<file path="src/rtl/alu_mesh_dispatch.sv">
// Request front-end for the ALU tile mesh: broadcasts one op,
// waits a settle window, then gathers tile results into one response.
module alu_mesh_dispatch #(
  parameter int          NUM_TILES     = 9,
  parameter int          SETTLE_CYCLES = 1,
  parameter logic [3:0]  IDLE_MODE     = 4'hF
) (
  input  logic                    clk,
  input  logic                    rst_n,
  input  logic                    req_valid,
  output logic                    req_ready,
  input  logic [63:0]             req_a,
  input  logic [63:0]             req_b,
  input  logic [3:0]              req_mode,
  output logic [63:0]             tile_a,
  output logic [63:0]             tile_b,
  output logic [3:0]              tile_mode,
  input  logic [64*NUM_TILES-1:0] tile_result,
  input  logic [NUM_TILES-1:0]    tile_match,
  output logic                    rsp_valid,
  input  logic                    rsp_ready,
  output logic [63:0]             rsp_result,
  output logic [3:0]              rsp_mode,
  output logic [3:0]              rsp_tile,
  output logic                    rsp_err,
  output logic [31:0]             op_count
);

  typedef enum logic [1:0] {
    S_IDLE,
    S_SETTLE,
    S_RESP
  } state_e;

  localparam logic [3:0] SETTLE_LD = 4'(SETTLE_CYCLES);

  state_e      state_q;
  logic [3:0]  cnt_q;
  logic        req_ready_q;
  logic [63:0] tile_a_q;
  logic [63:0] tile_b_q;
  logic [3:0]  tile_mode_q;
  logic        rsp_valid_q;
  logic [63:0] rsp_result_q;
  logic [3:0]  rsp_mode_q;
  logic [3:0]  rsp_tile_q;
  logic        rsp_err_q;
  logic [31:0] op_count_q;

  logic [63:0] res_d;
  logic [3:0]  tile_d;
  logic        found_d;
  logic [4:0]  hits_d;
  logic        err_d;

  // Gather the mesh: OR of all slices, lowest matching tile, hit count.
  always_comb begin
    res_d   = '0;
    tile_d  = 4'hF;
    found_d = 1'b0;
    hits_d  = '0;
    for (int i = 0; i < NUM_TILES; i++) begin
      res_d = res_d | tile_result[64*i +: 64];
      if (tile_match[i]) begin
        hits_d = hits_d + 5'd1;
        if (!found_d) begin
          tile_d  = 4'(i);
          found_d = 1'b1;
        end
      end
    end
    err_d = (hits_d != 5'd1);
  end

  // Dispatch FSM: accept, settle, hold the response until consumed.
  always_ff @(posedge clk or negedge rst_n) begin
    if (!rst_n) begin
      state_q      <= S_IDLE;
      cnt_q        <= '0;
      req_ready_q  <= 1'b1;
      tile_a_q     <= '0;
      tile_b_q     <= '0;
      tile_mode_q  <= IDLE_MODE;
      rsp_valid_q  <= 1'b0;
      rsp_result_q <= '0;
      rsp_mode_q   <= '0;
      rsp_tile_q   <= 4'hF;
      rsp_err_q    <= 1'b0;
      op_count_q   <= '0;
    end else begin
      unique case (state_q)
        S_IDLE: begin
          if (req_valid && req_ready_q) begin
            tile_a_q    <= req_a;
            tile_b_q    <= req_b;
            tile_mode_q <= req_mode;
            cnt_q       <= SETTLE_LD;
            req_ready_q <= 1'b0;
            state_q     <= S_SETTLE;
          end
        end
        S_SETTLE: begin
          if (cnt_q != 4'd0) begin
            cnt_q <= cnt_q - 4'd1;
          end else begin
            rsp_result_q <= res_d;
            rsp_tile_q   <= tile_d;
            rsp_err_q    <= err_d;
            rsp_mode_q   <= tile_mode_q;
            rsp_valid_q  <= 1'b1;
            state_q      <= S_RESP;
          end
        end
        S_RESP: begin
          if (rsp_ready) begin
            rsp_valid_q <= 1'b0;
            op_count_q  <= op_count_q + 32'd1;
            tile_mode_q <= IDLE_MODE;
            req_ready_q <= 1'b1;
            state_q     <= S_IDLE;
          end
        end
        default: state_q <= S_IDLE;
      endcase
    end
  end

  assign req_ready  = req_ready_q;
  assign tile_a     = tile_a_q;
  assign tile_b     = tile_b_q;
  assign tile_mode  = tile_mode_q;
  assign rsp_valid  = rsp_valid_q;
  assign rsp_result = rsp_result_q;
  assign rsp_mode   = rsp_mode_q;
  assign rsp_tile   = rsp_tile_q;
  assign rsp_err    = rsp_err_q;
  assign op_count   = op_count_q;

endmodule

</file>
<file path="config.mk">
export PLATFORM = sky130hd
export DESIGN_NAME = alu_mesh_dispatch
export DESIGN_NICKNAME = d
export VERILOG_FILES = /design/src/rtl/alu_mesh_dispatch.sv
export SDC_FILE = /design/constraint.sdc
export NUM_CORES = 1
export LEC_CHECK = 0
export ABC_AREA = 1
export CAP_MARGIN = 20
export CORE_AREA = 2 2 370 372
export DETAILED_ROUTE_END_ITERATION = 12
export DIE_AREA = 0 0 372 374
export PLACE_DENSITY = 0.32
export SETUP_SLACK_MARGIN = 0.15
export SLEW_MARGIN = 20
export SYNTH_ARGS = -nofsm -noshare
export SYNTH_HDL_FRONTEND = slang
export SYNTH_SLANG_ARGS = --single-unit
</file>
<file path="constraint.sdc">
create_clock -name clk -period 1.9 [get_ports clk]
set_clock_uncertainty 0.05 [all_clocks]
set_input_delay 0.19 -clock clk [delete_from_list [all_inputs] [get_ports clk]]
set_output_delay 0.19 -clock clk [all_outputs]
set_load 0.05 [all_outputs]
</file>
; After elaboration in Yosys (flattened, before gate mapping)
; Index checks and enable logic that the tools add are counted.
[word_totals]
input_bits = 721
ff_bits = 245
[classes]
eq_ne = 7
bitwise = 9
addsub = 10
muxes = 50
n_reduce_logical = 13
[ops]
columns = op, n
row1 = OR 64 bit, 8
row2 = 2-to-1 mux 4 bit, 21
row3 = adder 5 x 1 -> 5 bit (second input constant), 8
row4 = 2-to-1 mux 5 bit, 8
row5 = adder 32 x 1 -> 32 bit (second input constant), 1
row6 = one-hot mux 4 bit (2 select lines), 2
row7 = 2-to-1 mux 1 bit, 13
row8 = AND reduction 3 bit, 4
row9 = inequality test 2 bit (second input constant), 4
row10 = 2-to-1 mux 2 bit, 3
row11 = one-hot mux 2 bit (3 select lines), 1
row12 = AND reduction 2 bit, 3
row13 = nonzero test 2 bit, 3
row14 = inequality test 5 x 1 -> 1 bit (second input constant), 1
row15 = one-hot mux 1 bit (2 select lines), 2
row16 = nonzero test 4 bit, 1
row17 = subtractor 4 x 1 -> 4 bit (second input constant), 1
row18 = == test 2 x 1 -> 1 bit (second input constant), 1
row19 = == test 2 bit (second input constant), 1
row20 = zero test 2 bit, 1
row21 = logical AND 1 bit, 1
row22 = inverter 1 bit, 1

; Logic depth before layout (Yosys ltp)
; Gate-level depths: netlist of run 1.
[logic_depth]
ltp_word = 18
ltp_mapped = 32
ltp_nobuf = 32

; Worst setup path after synthesis of run 1
; No wires, ideal clock.
[synth_timing]
kind = input -> register
start = in tile_match[0]
end = reg rsp_err_q (netlist: rsp_err)
t_arrival_ns = 3.849
path_stages = 30
required_ns = 1.737
setup_slack_ns = -2.112
path_cell_list = inv_1 -> ha_1 -> inv_1 -> nand2_1 -> nand2_1 -> inv_1 -> ha_1 -> nand2_1 -> nand2_1 -> ha_1 -> nand2_1 -> a21boi_0 -> inv_1 -> ha_1 -> or2_2 -> nand2_1 -> inv_1 -> ha_1 -> nand2_1 -> nand2_1 -> ha_1 -> nand2_1 -> nand2_1 -> ha_1 -> nor2_1 -> nand2_1 -> o21ai_0 -> nand4_1 -> nand2_1 -> inv_1
[synth_between]
elab_chain_cells = 18
[synth_rtl]
columns = element, line
row1 = start: declaration, 19  ; input logic [NUM_TILES-1:0] tile_match,
row2 = 2-to-1 mux 1 bit (*), 64  ; if (tile_match[i]) begin
row3 = adder 5 x 1 -> 5 bit, 65  ; hits_d = hits_d + 5'd1;
row4 = 2-to-1 mux 5 bit (*), 64
row5 = adder 5 x 1 -> 5 bit, 65
row6 = 2-to-1 mux 5 bit (*), 64
row7 = adder 5 x 1 -> 5 bit, 65
row8 = 2-to-1 mux 5 bit (*), 64
row9 = adder 5 x 1 -> 5 bit, 65
row10 = [... 2 more ...], --
row11 = 2-to-1 mux 5 bit (*), 64
row12 = adder 5 x 1 -> 5 bit, 65
row13 = 2-to-1 mux 5 bit (*), 64
row14 = adder 5 x 1 -> 5 bit, 65
row15 = 2-to-1 mux 5 bit (*), 64
row16 = adder 5 x 1 -> 5 bit, 65
row17 = 2-to-1 mux 5 bit (*), 64
row18 = inequality test 5 x 1 -> 1 bit (*), 72  ; err_d = (hits_d != 5'd1);
row19 = end signal: assignment, 108  ; rsp_err_q <= err_d;
row20 = end: declaration, 47  ; logic rsp_err_q;
; Mark *: on every way between the ends. The rest lies on a longest branch, timed or not.
; A chain may end at the register's enable or synchronous reset.

; Worst setup path after layout of run 1
[layout_timing]
start = in tile_match[1]
end = reg rsp_err_q (netlist: rsp_err)
[layout_between]
elab_chain_cells = 16
[layout_rtl]
columns = element, line
row1 = 2-to-1 mux 5 bit (*), 64
row2 = adder 5 x 1 -> 5 bit, 65
row3 = 2-to-1 mux 5 bit (*), 64
row4 = adder 5 x 1 -> 5 bit, 65
row5 = 2-to-1 mux 5 bit (*), 64
row6 = adder 5 x 1 -> 5 bit, 65
row7 = 2-to-1 mux 5 bit (*), 64
row8 = adder 5 x 1 -> 5 bit, 65
row9 = 2-to-1 mux 5 bit (*), 64
row10 = adder 5 x 1 -> 5 bit, 65
row11 = 2-to-1 mux 5 bit (*), 64
row12 = adder 5 x 1 -> 5 bit, 65
row13 = 2-to-1 mux 5 bit (*), 64
row14 = adder 5 x 1 -> 5 bit, 65
row15 = 2-to-1 mux 5 bit (*), 64
row16 = inequality test 5 x 1 -> 1 bit (*), 72
; Marked as above.

==> metrics list, run 1 <==
- Result of the run: finished with violations
- Violations in the final reports: negative setup slack
- Remaining max-slew budget at the tightest pin: 0.5748
* Number of instances in the synthesized netlist: 1334
* Critical path's most frequent cell: nand2_4
- Buffers inserted during clock tree synthesis total 38.
- For the worst setup path, the data arrival time is 3.66 ns.
- Maximum single-stage delay on the critical path: 0.24 ns
- First-pass GRT wire length: 133500 um
- Number of vias in the routed layout: 14430
- In this run, placement finished with an instance count of 4171.
* Total wire length after detailed routing: 105600 um
- In the synthesized netlist the async set-or-reset flop fraction comes to 1.000.
- Pre-antenna DRT Iters: 4
- Max VDD drop: 462.1 uV
- On the critical path, the stage with the largest delay is an instance of ha_4.
- Entering global routing, the biggest net connects 50 pins.
* Kind of end point of the critical path: flop
* Synth area leaders: dfrtp_1 (53%), nand2_1 (16%), nor2_1 (5.3%)
- Post-route fraction of the period consumed by the critical path: 1.709
* Filler cell count in the final layout: 14980
- Maxcap violations: 0
- The final number of max-transition violations was 0.
* H-tree levels: 2
- Number of synthesized register bits: 245
- Net Count, Synth: 2067
- Final setup margin: -1.348 ns
* Count of final hold-check violations: 0
- Routability cong.: 0.8355
- Top-count cell post-synth: nand2_1
- Sequential fraction of the synthesis area: 0.5464
- CP delay by family, top: adder cells
* Area delta synth->final: 142.8%
- In this run, the number of DRC markers left after iteration 0 of detailed routing was 588.
- In the global route stage, overall resource usage came out at 0.1427.
* Post-DR wirelength/cell: 24.58 um
- Setup violations remaining at the end of the flow were counted as 7.
- Final Power: 15.33 mW
- The floorplan step set the die height to 374 um.
- Of the total synthesized cell area, the portion taken by AND, OR, NAND and NOR gates is 0.3166.
- Setup repair after global routing could not meet its margin everywhere.
- Counting distinct cell types in the post-synthesis netlist gives 29.
- By area, the combinational part of the netlist is dominated by simple AND/OR/NAND/NOR gates.
* Antenna violations before repair: 78
- TritonCTS built the clock tree.
* Synth Area in Compound Gates: 0.06322
- At the pin with the least slew margin, the transition time is 0.6319 ns.
- Placed wire-length estimate after detailed placement: 89210 um
- Of the post-synthesis cell area, the dominant cell type holds 0.5253.
- The count of nets left with antenna violations once routing finished came out at 0.
- The clock reaches the later pin of the worst-skew pair after 0.57 ns.
* Ys Warns: 0
- Top cells by count, synth: nand2_1 (485), dfrtp_1 (236), nor2_1 (159)
- The tree is rooted in a clkbuf_16.
* Period minus WS final: 3.248 ns
- The path class of the tightest hold or removal check is primary input to flop.
* Proportion of synthesized area in mux cells: 0
- Floorplan die width: 372 um
- Using the TritonRoute via totals, the vias-per-cell ratio works out to 3.359.
- The number of buffers and inverters on the critical path is 8.
- Port bufs: 959
- Via count of the first global-routing pass: 14940
- Of the total synthesized cell area, the portion taken by full adders, half adders and majority gates is 0.01336.
- The synthesized design spends more area on one cell type than any other, namely dfrtp_1.
- After the last flow step, the layout net total stands at 3216.
- After the flow finishes, the layout carries non-filler instances totaling 4296.
* Commonest register cell after synthesis: dfrtp_1
- Syn_area_per_cell: 8.427 um^2
* Leakage component of the power: 11.41 nW
- In this run the power density over the cells is 561.8 nW/um^2.
* Clock Sink Count: 245
- In this run, synthesis inferred 0 flip-flops with an integrated enable.
- At the worst endpoint, the required time is 2.31 ns.
- Based on the critical path, the design can be clocked at up to 0.3079 GHz.
- Critical path type: primary input to flop
- For this design the top-level I/O count stands at 960.
- Mapped Area: 11240 um^2
- In the routed design, unresolved DRC markers number 0.
* Placement-stage worst setup slack: -2.630 ns
- XOR/XNOR share of the synthesized area: 0.02104
- Die area: 139100 um^2
* Remaining global-route overflow: 0
- Clock transition time at the flip-flop clock pins of the worst setup and hold paths: 0.06 ns
* Starting utilization of the core area: 0.08330
* Std cell rows: 135
* Critical path fanouts, max: 3
- Core Region: 135000 um^2
- Worst-case clock buffer depth: 3
* Share of post-route cells with drive strength above 1: 0.2773
- Worst Setup Start Kind: primary input
==> through the flow <==
| stage | util | hold slack (ns) | TNS (ns) | area (um^2) |
|---|---|---|---|---|
| 2_1_floorplan | - | -0.1556 | -2.229 | 11460 |
| 3_3_place_gp | 0.1782 | 0.1353 | -6.517 | 24050 |
| 3_5_place_dp | 0.1782 | 0.1362 | -6.659 | 24050 |
| 4_1_cts | 0.1958 | 0.001712 | -2.061 | 26420 |
| 5_1_grt | 0.2022 | 0.04676 | -3.350 | 27290 |
| 6_report | 0.2022 | 0.07813 | -1.852 | 27290 |
==> worst min-delay path, stage by stage <==
cell and delay, ns:
clkdlybuf4s50_1 0.39, nand2_1 0.06, nand2_1 0.04
==> layer usage <==
metal | up-vias | share of wire | GRT usage
li1 | 6777 | - | -
met1 | 6733 | 0.39 | 0.1636
met2 | 709 | 0.50 | 0.2561
met3 | 190 | 0.084 | 0.04648
met4 | 22 | 0.021 | 0.02792
met5 | - | 0.0013 | 0
==> final timing paths <==
| path | cells after the start | start | to | slack, ns |
|---|---|---|---|---|
| worst min-delay path | 3 | req_b[43] | tile_b[43]$_DFFE_PN0P_ | 0.08 |
| max in group asynchronous | 3 | rst_n | tile_mode[3]$_DFFE_PN1P_ | 0.97 |
| min in group asynchronous | 2 | rst_n | tile_a[22]$_DFFE_PN0P_ | 0.11 |
| worst max-delay path | 32 | tile_match[1] | rsp_err$_DFFE_PN0P_ | -1.35 |
| worst max register to register | 12 | state_q[0]$_DFFE_PN0P_ | op_count[29]$_DFFE_PN0P_ | -0.15 |
| worst min register to register | 2 | tile_a[37]$_DFFE_PN0P_ | tile_a[37]$_DFFE_PN0P_ | 0.43 |
==> sequential cells by signal, summed over array words and instances (netlist names) <==
| signal | cells |
|---|---|
| tile_a | 64 |
| tile_mode | 4 |
| rsp_valid | 1 |
| tile_b | 64 |
| rsp_result | 64 |
| state_q | 2 |
| op_count | 32 |
| rsp_tile | 4 |
| req_ready | 1 |
| rsp_err | 1 |
| cnt_q | 4 |
| rsp_mode | 4 |
==> kinds of logic after synthesis <==
group	Yosys count
simple gates	840
flops	245
compound gates	92
fa+ha+maj	12
xor+xnor	27
buf+inv	118
==> layout by cell type, fill, tap and decap left out, drive strengths merged, types with 2 or more instances in the layout <==
| cell type | synthesis | layout |
|---|---|---|
| diode | 0 | 5 |
| nor4 | 69 | 69 |
| inv | 74 | 76 |
| xnor2 | 8 | 8 |
| o21ai | 17 | 17 |
| nor3 | 75 | 75 |
| a21oi | 7 | 7 |
| nand4 | 7 | 7 |
| nand2 | 489 | 489 |
| buf | 0 | 302 |
| xor2 | 19 | 19 |
| clkinvlp | 0 | 2 |
| clkdlybuf4s15 | 0 | 107 |
| dfstp | 9 | 9 |
| ha | 12 | 12 |
| nor2 | 164 | 164 |
| bufinv | 0 | 2 |
| clkbuf | 44 | 86 |
| dfrtp | 236 | 236 |
| clkdlybuf4s50 | 0 | 716 |
| nand3 | 33 | 33 |
| or2 | 2 | 2 |
| a41oi | 64 | 64 |
==> area by class of cell <==
type	count	area, um^2	share of cell area
multi-input combinational	971	5864	0.2149
inverter	74	302.8	0.01109
clock buffer	60	1185	0.04341
clock inverter	7	108.9	0.003988
sequential	245	6158	0.2256
antenna	5	12.51	0.0004584
tap	1781	2228	0.08164
timing repair buffer	1153	11430	0.4189
==> timing repair <==
item / in CTS / in global routing
gates resized for setup: 458 / 189
setup endpoints to repair: 200 / 103
pin swaps: 29 / 37
gates cloned: 7 / 6
hold endpoints to repair: 239 / 0
buffers inserted: 29 / 10
hold buffers: 1 / 0
==> power by group <==
group	internal, mW	switching, mW	total, mW
logic	1.71	0.953	2.66
registers	5.22	0	5.22
clock network	4.55	2.90	7.45
(Power assumes the default switching activity.)
==> run 2, diff against run 1 <==
--- a/config.mk
+++ b/config.mk
@@ -7,10 +7,10 @@
 export LEC_CHECK = 0
 export ABC_AREA = 1
 export CAP_MARGIN = 20
-export CORE_AREA = 2 2 370 372
+export CORE_AREA = 2 2 379 381
 export DETAILED_ROUTE_END_ITERATION = 12
-export DIE_AREA = 0 0 372 374
-export PLACE_DENSITY = 0.32
+export DIE_AREA = 0 0 381 383
+export PLACE_DENSITY = 0.31
 export SETUP_SLACK_MARGIN = 0.15
 export SLEW_MARGIN = 20
 export SYNTH_ARGS = -nofsm -noshare
==> constraint.sdc (replaced) <==
create_clock -name clk -period 3.8 [get_ports clk]
set_clock_uncertainty 0.05 [all_clocks]
set_input_delay 0.38 -clock clk [delete_from_list [all_inputs] [get_ports clk]]
set_output_delay 0.38 -clock clk [all_outputs]
set_load 0.05 [all_outputs]
==> metrics list, run 2 (synthesis results as in run 1) <==
- The deepest level of the CTS H-tree came to 2 (unchanged).
- The slew at the pin with the worst max-slew slack is 1.074 ns (was 0.6319 ns).
- The number of antenna violations at the first check in global routing is 75 (was 78).
* First-pass GRT wire length: 130300 um (was 133500 um)
- The end of the worst register-to-register path was rsp_mode[0]$_DFFE_PN0P_ (was op_count[29]$_DFFE_PN0P_).
- Critical path fanouts, max: 3 (unchanged)
- The final instance count without filler cells came to 4293 (was 4296).
* Area delta synth->final: 124.5% (was 142.8%)
- Result of the run: completed (was finished with violations)
- The number of detailed-route iterations in the first pass is 4 (unchanged).
* Floorplan die height: 383 um (was 374 um)
* Max-slew violation count: 0 (unchanged)
- CP delay by family, top: adder cells (unchanged)
- Worst-case clock buffer depth: 3 (unchanged)
* Commonest cells after routing, fill and taps aside: clkdlybuf4s50_1 (955), nand2_1 (468), dfrtp_1 (236) (was clkdlybuf4s50_1 (716), nand2_1 (471), buf_4 (245))
- The element type at the critical path end is a flop (unchanged).
- The final routed wirelength across all metal layers was 100200 um (was 105600 um).
- The floorplan row count is 139 (was 135).
- TritonCTS Buffers: 38 (unchanged)
- Total power per unit cell area: 308.2 nW/um^2 (was 561.8 nW/um^2)
- The remaining global-route overflow is 0 (unchanged).
- The launching element of the worst setup path was tile_match[1] (unchanged).
- Count of final setup violators: 0 (was 7)
* Reg2reg setup slack: 1.48 ns (was -0.15 ns)
* Filler cell count in the final layout: 16100 (was 14980)
* Routability cong.: 0.8492 (was 0.8355)
* Antenna Violating Nets Remaining: 0 (unchanged)
- Worst-Skew Late Latency: 0.58 ns (was 0.57 ns)
- The CTS clock-pin slew for the worst setup and hold paths was 0.06 ns (about the same).
- The leakage power summed over all cells was 10.37 nW (was 11.41 nW).
* Fmax: 0.2843 GHz
- The cell depth of the worst flop-to-flop path is 7 (was 12).
- Count of buffer and inverter cells on the critical path: 8 (unchanged)
- The count of buffers inserted at the top-level ports was 959 (unchanged).
- For the finished layout, the period the worst path requires is 3.518 ns.
- The number of sinks driven by the clock tree was 245 (unchanged).
- The final cell utilization of the core came to 0.1774 (was 0.2022).
- Hold path start: req_b[12] (was req_b[43])
- Number of stages on the worst hold path: 3 (unchanged)
- Core Region: 142300 um^2 (was 135000 um^2)
* Critical path type: primary input to flop (unchanged)
- The total negative slack for setup checks is 0 ns (was -1.852 ns).
* Data required time at the worst endpoint: 4.22 ns (was 2.31 ns)
- The average via count per standard cell is 3.185 (was 3.359).
* Leading cell type in the layout, fill and taps excluded: clkdlybuf4s50_1 (unchanged)
- Overall track demand over capacity in global routing: 0.1317 (was 0.1427)
- The clock tree from TritonCTS was yes (unchanged).
- The number of vias in the routed layout came to 13670 (was 14430).
- The library cell contributing the largest single delay on the critical path is ha_4 (unchanged).
- Remaining max-slew budget at the tightest pin: 0.2837 (was 0.5748)
* Setup repair after global routing missed its margin: true (unchanged)
* Post-DR wirelength/cell: 23.35 um (was 24.58 um)
* I/O pin cnt: 960 (unchanged)
* Iteration-0 DRC Markers: 472 (was 588)
- Critical path's most frequent cell: nand2_2 (was nand2_4)
- The sink of the worst hold path was tile_b[12]$_DFFE_PN0P_ (was tile_b[43]$_DFFE_PN0P_).
- The largest stage delay on the critical path is 0.24 ns (about the same).
- The number of global-route vias before repair came to 14240 (was 14940).
- The number of placed instances, taps included came to 4200 (was 4171).
- The final count of hold timing violations was 0 (unchanged).
- The fraction of final layout cells sized beyond drive strength 1 was 0.07935 (was 0.2773).
- Maximum number of pins on one net before global-route repair: 126 (was 50)
- The maximum VDD drop is 268.6 uV (was 462.1 uV).
* DRC violation count after routing: 0 (unchanged)
* Maxcap violations: 0 (unchanged)
- Post-route fraction of the period consumed by the critical path: 0.9257
- The half-perimeter wire length after placement is 86690 um (was 89210 um).
* Die area: 145900 um^2 (was 139100 um^2)
- The arrival time reported for the critical path endpoint is 3.93 ns (was 3.66 ns).
* Worst reg2reg startpoint: cnt_q[0]$_DFFE_PN0P_ (was state_q[0]$_DFFE_PN0P_)
* Number of nets in the final layout: 3086 (was 3216)
* Floorplan die width: 381 um (was 372 um)
* Type of the tightest min-delay check: primary input to flop (unchanged)
* Starting utilization of the core area: 0.07902 (was 0.08330)
- Worst Setup Start Kind: primary input (unchanged)
* Root buffer cell: clkbuf_16 (unchanged)
[run 2: cell count changes in the layout (fill, tap and decap cells not counted), sizes merged]
cell,change
clkinv,+4
diode,+3
clkdlybuf4s50,+239
clkdlybuf4s15,-107
clkbuf,-29
bufinv,+4
buf,-236
inv,-2
clkinvlp,-1
[run 2: final cells by class]
class                   count  area (um^2)  area share
repair buffers           1023        10180      0.4032
flip-flops and latches    245         6142      0.2434
multi-input cells         971         4872      0.1931
well taps                1903         2381     0.09435
clock buffers              57         1082     0.04289
inverters                  74        302.8     0.01200
clock inverters            12        260.3     0.01031
diodes                      8        20.02   0.0007933
[run 2: worst max path at each step]
stage | to | slack [ns] | depth (start not counted)
2_1_floorplan | rsp_err$_DFFE_PN0P_ | -0.05 | 32
3_3_place_gp | rsp_err$_DFFE_PN0P_ | -0.97 | 34
3_5_place_dp | rsp_err$_DFFE_PN0P_ | -0.99 | 34
4_1_cts | rsp_err$_DFFE_PN0P_ | 0.15 | 33
5_1_grt | rsp_err$_DFFE_PN0P_ | 0.11 | 34
6_report | rsp_err$_DFFE_PN0P_ | 0.28 | 32
[run 2: power by group]
part | total (mW) | switching, mW | internal [mW] | leakage, nW
clock | 3.88 | 1.49 | 2.39 | 0.645
sequential | 2.61 | 0 | 2.61 | 3.01
combinational | 1.29 | 0.454 | 0.834 | 6.72
[run 2: what timing repair did]
item / in CTS / in global routing
resized for setup: 21 / 27
endpoints found under the setup margin: 1 / 1
hold buffers: 1 / 0
pin swaps: 17 / 19
hold endpoints to repair: 81 / 0
setup buffers: 13 / 2
[run 2: routing by layer]
metal / part of all wire / global-route usage
met2: 0.49 / 0.2255
met5: 0.0019 / 0
met1: 0.40 / 0.1519
met4: 0.024 / 0.03257
met3: 0.090 / 0.05311
[run 2: metrics by stage]
stage | setup slack [ns] | instance area (um^2) | hold WS [ns] | power [mW]
4_1_cts | 0.1535 | 25120 | 0.1915 | 7.955
3_5_place_dp | -0.9933 | 23610 | 0.4135 | 3.855
3_3_place_gp | -0.9688 | 23610 | 0.4113 | 3.856
2_1_floorplan | -0.05395 | 11340 | 0.03441 | 2.827
6_report | 0.2824 | 25240 | 0.2593 | 7.778
5_1_grt | 0.1091 | 25230 | 0.2259 | 8.140
[run 2: worst register-to-register path, cell delays in order, from the launching register on]
cell and delay, ns:
dfrtp_1 0.36, inv_1 0.12, ha_1 0.16, nand3_1 0.15, nor2_4 0.64, inv_1 0.47
nand2_1 0.16, o21ai_0 0.09
==> run 3, diff against run 2 <==
--- a/config.mk
+++ b/config.mk
@@ -12,7 +12,6 @@
 export DIE_AREA = 0 0 381 383
 export PLACE_DENSITY = 0.31
 export SETUP_SLACK_MARGIN = 0.15
-export SLEW_MARGIN = 20
 export SYNTH_ARGS = -nofsm -noshare
 export SYNTH_HDL_FRONTEND = slang
 export SYNTH_SLANG_ARGS = --single-unit
==> results of run 3 <==
No change in the layout: final DEF, timing and power equal those of run 2.
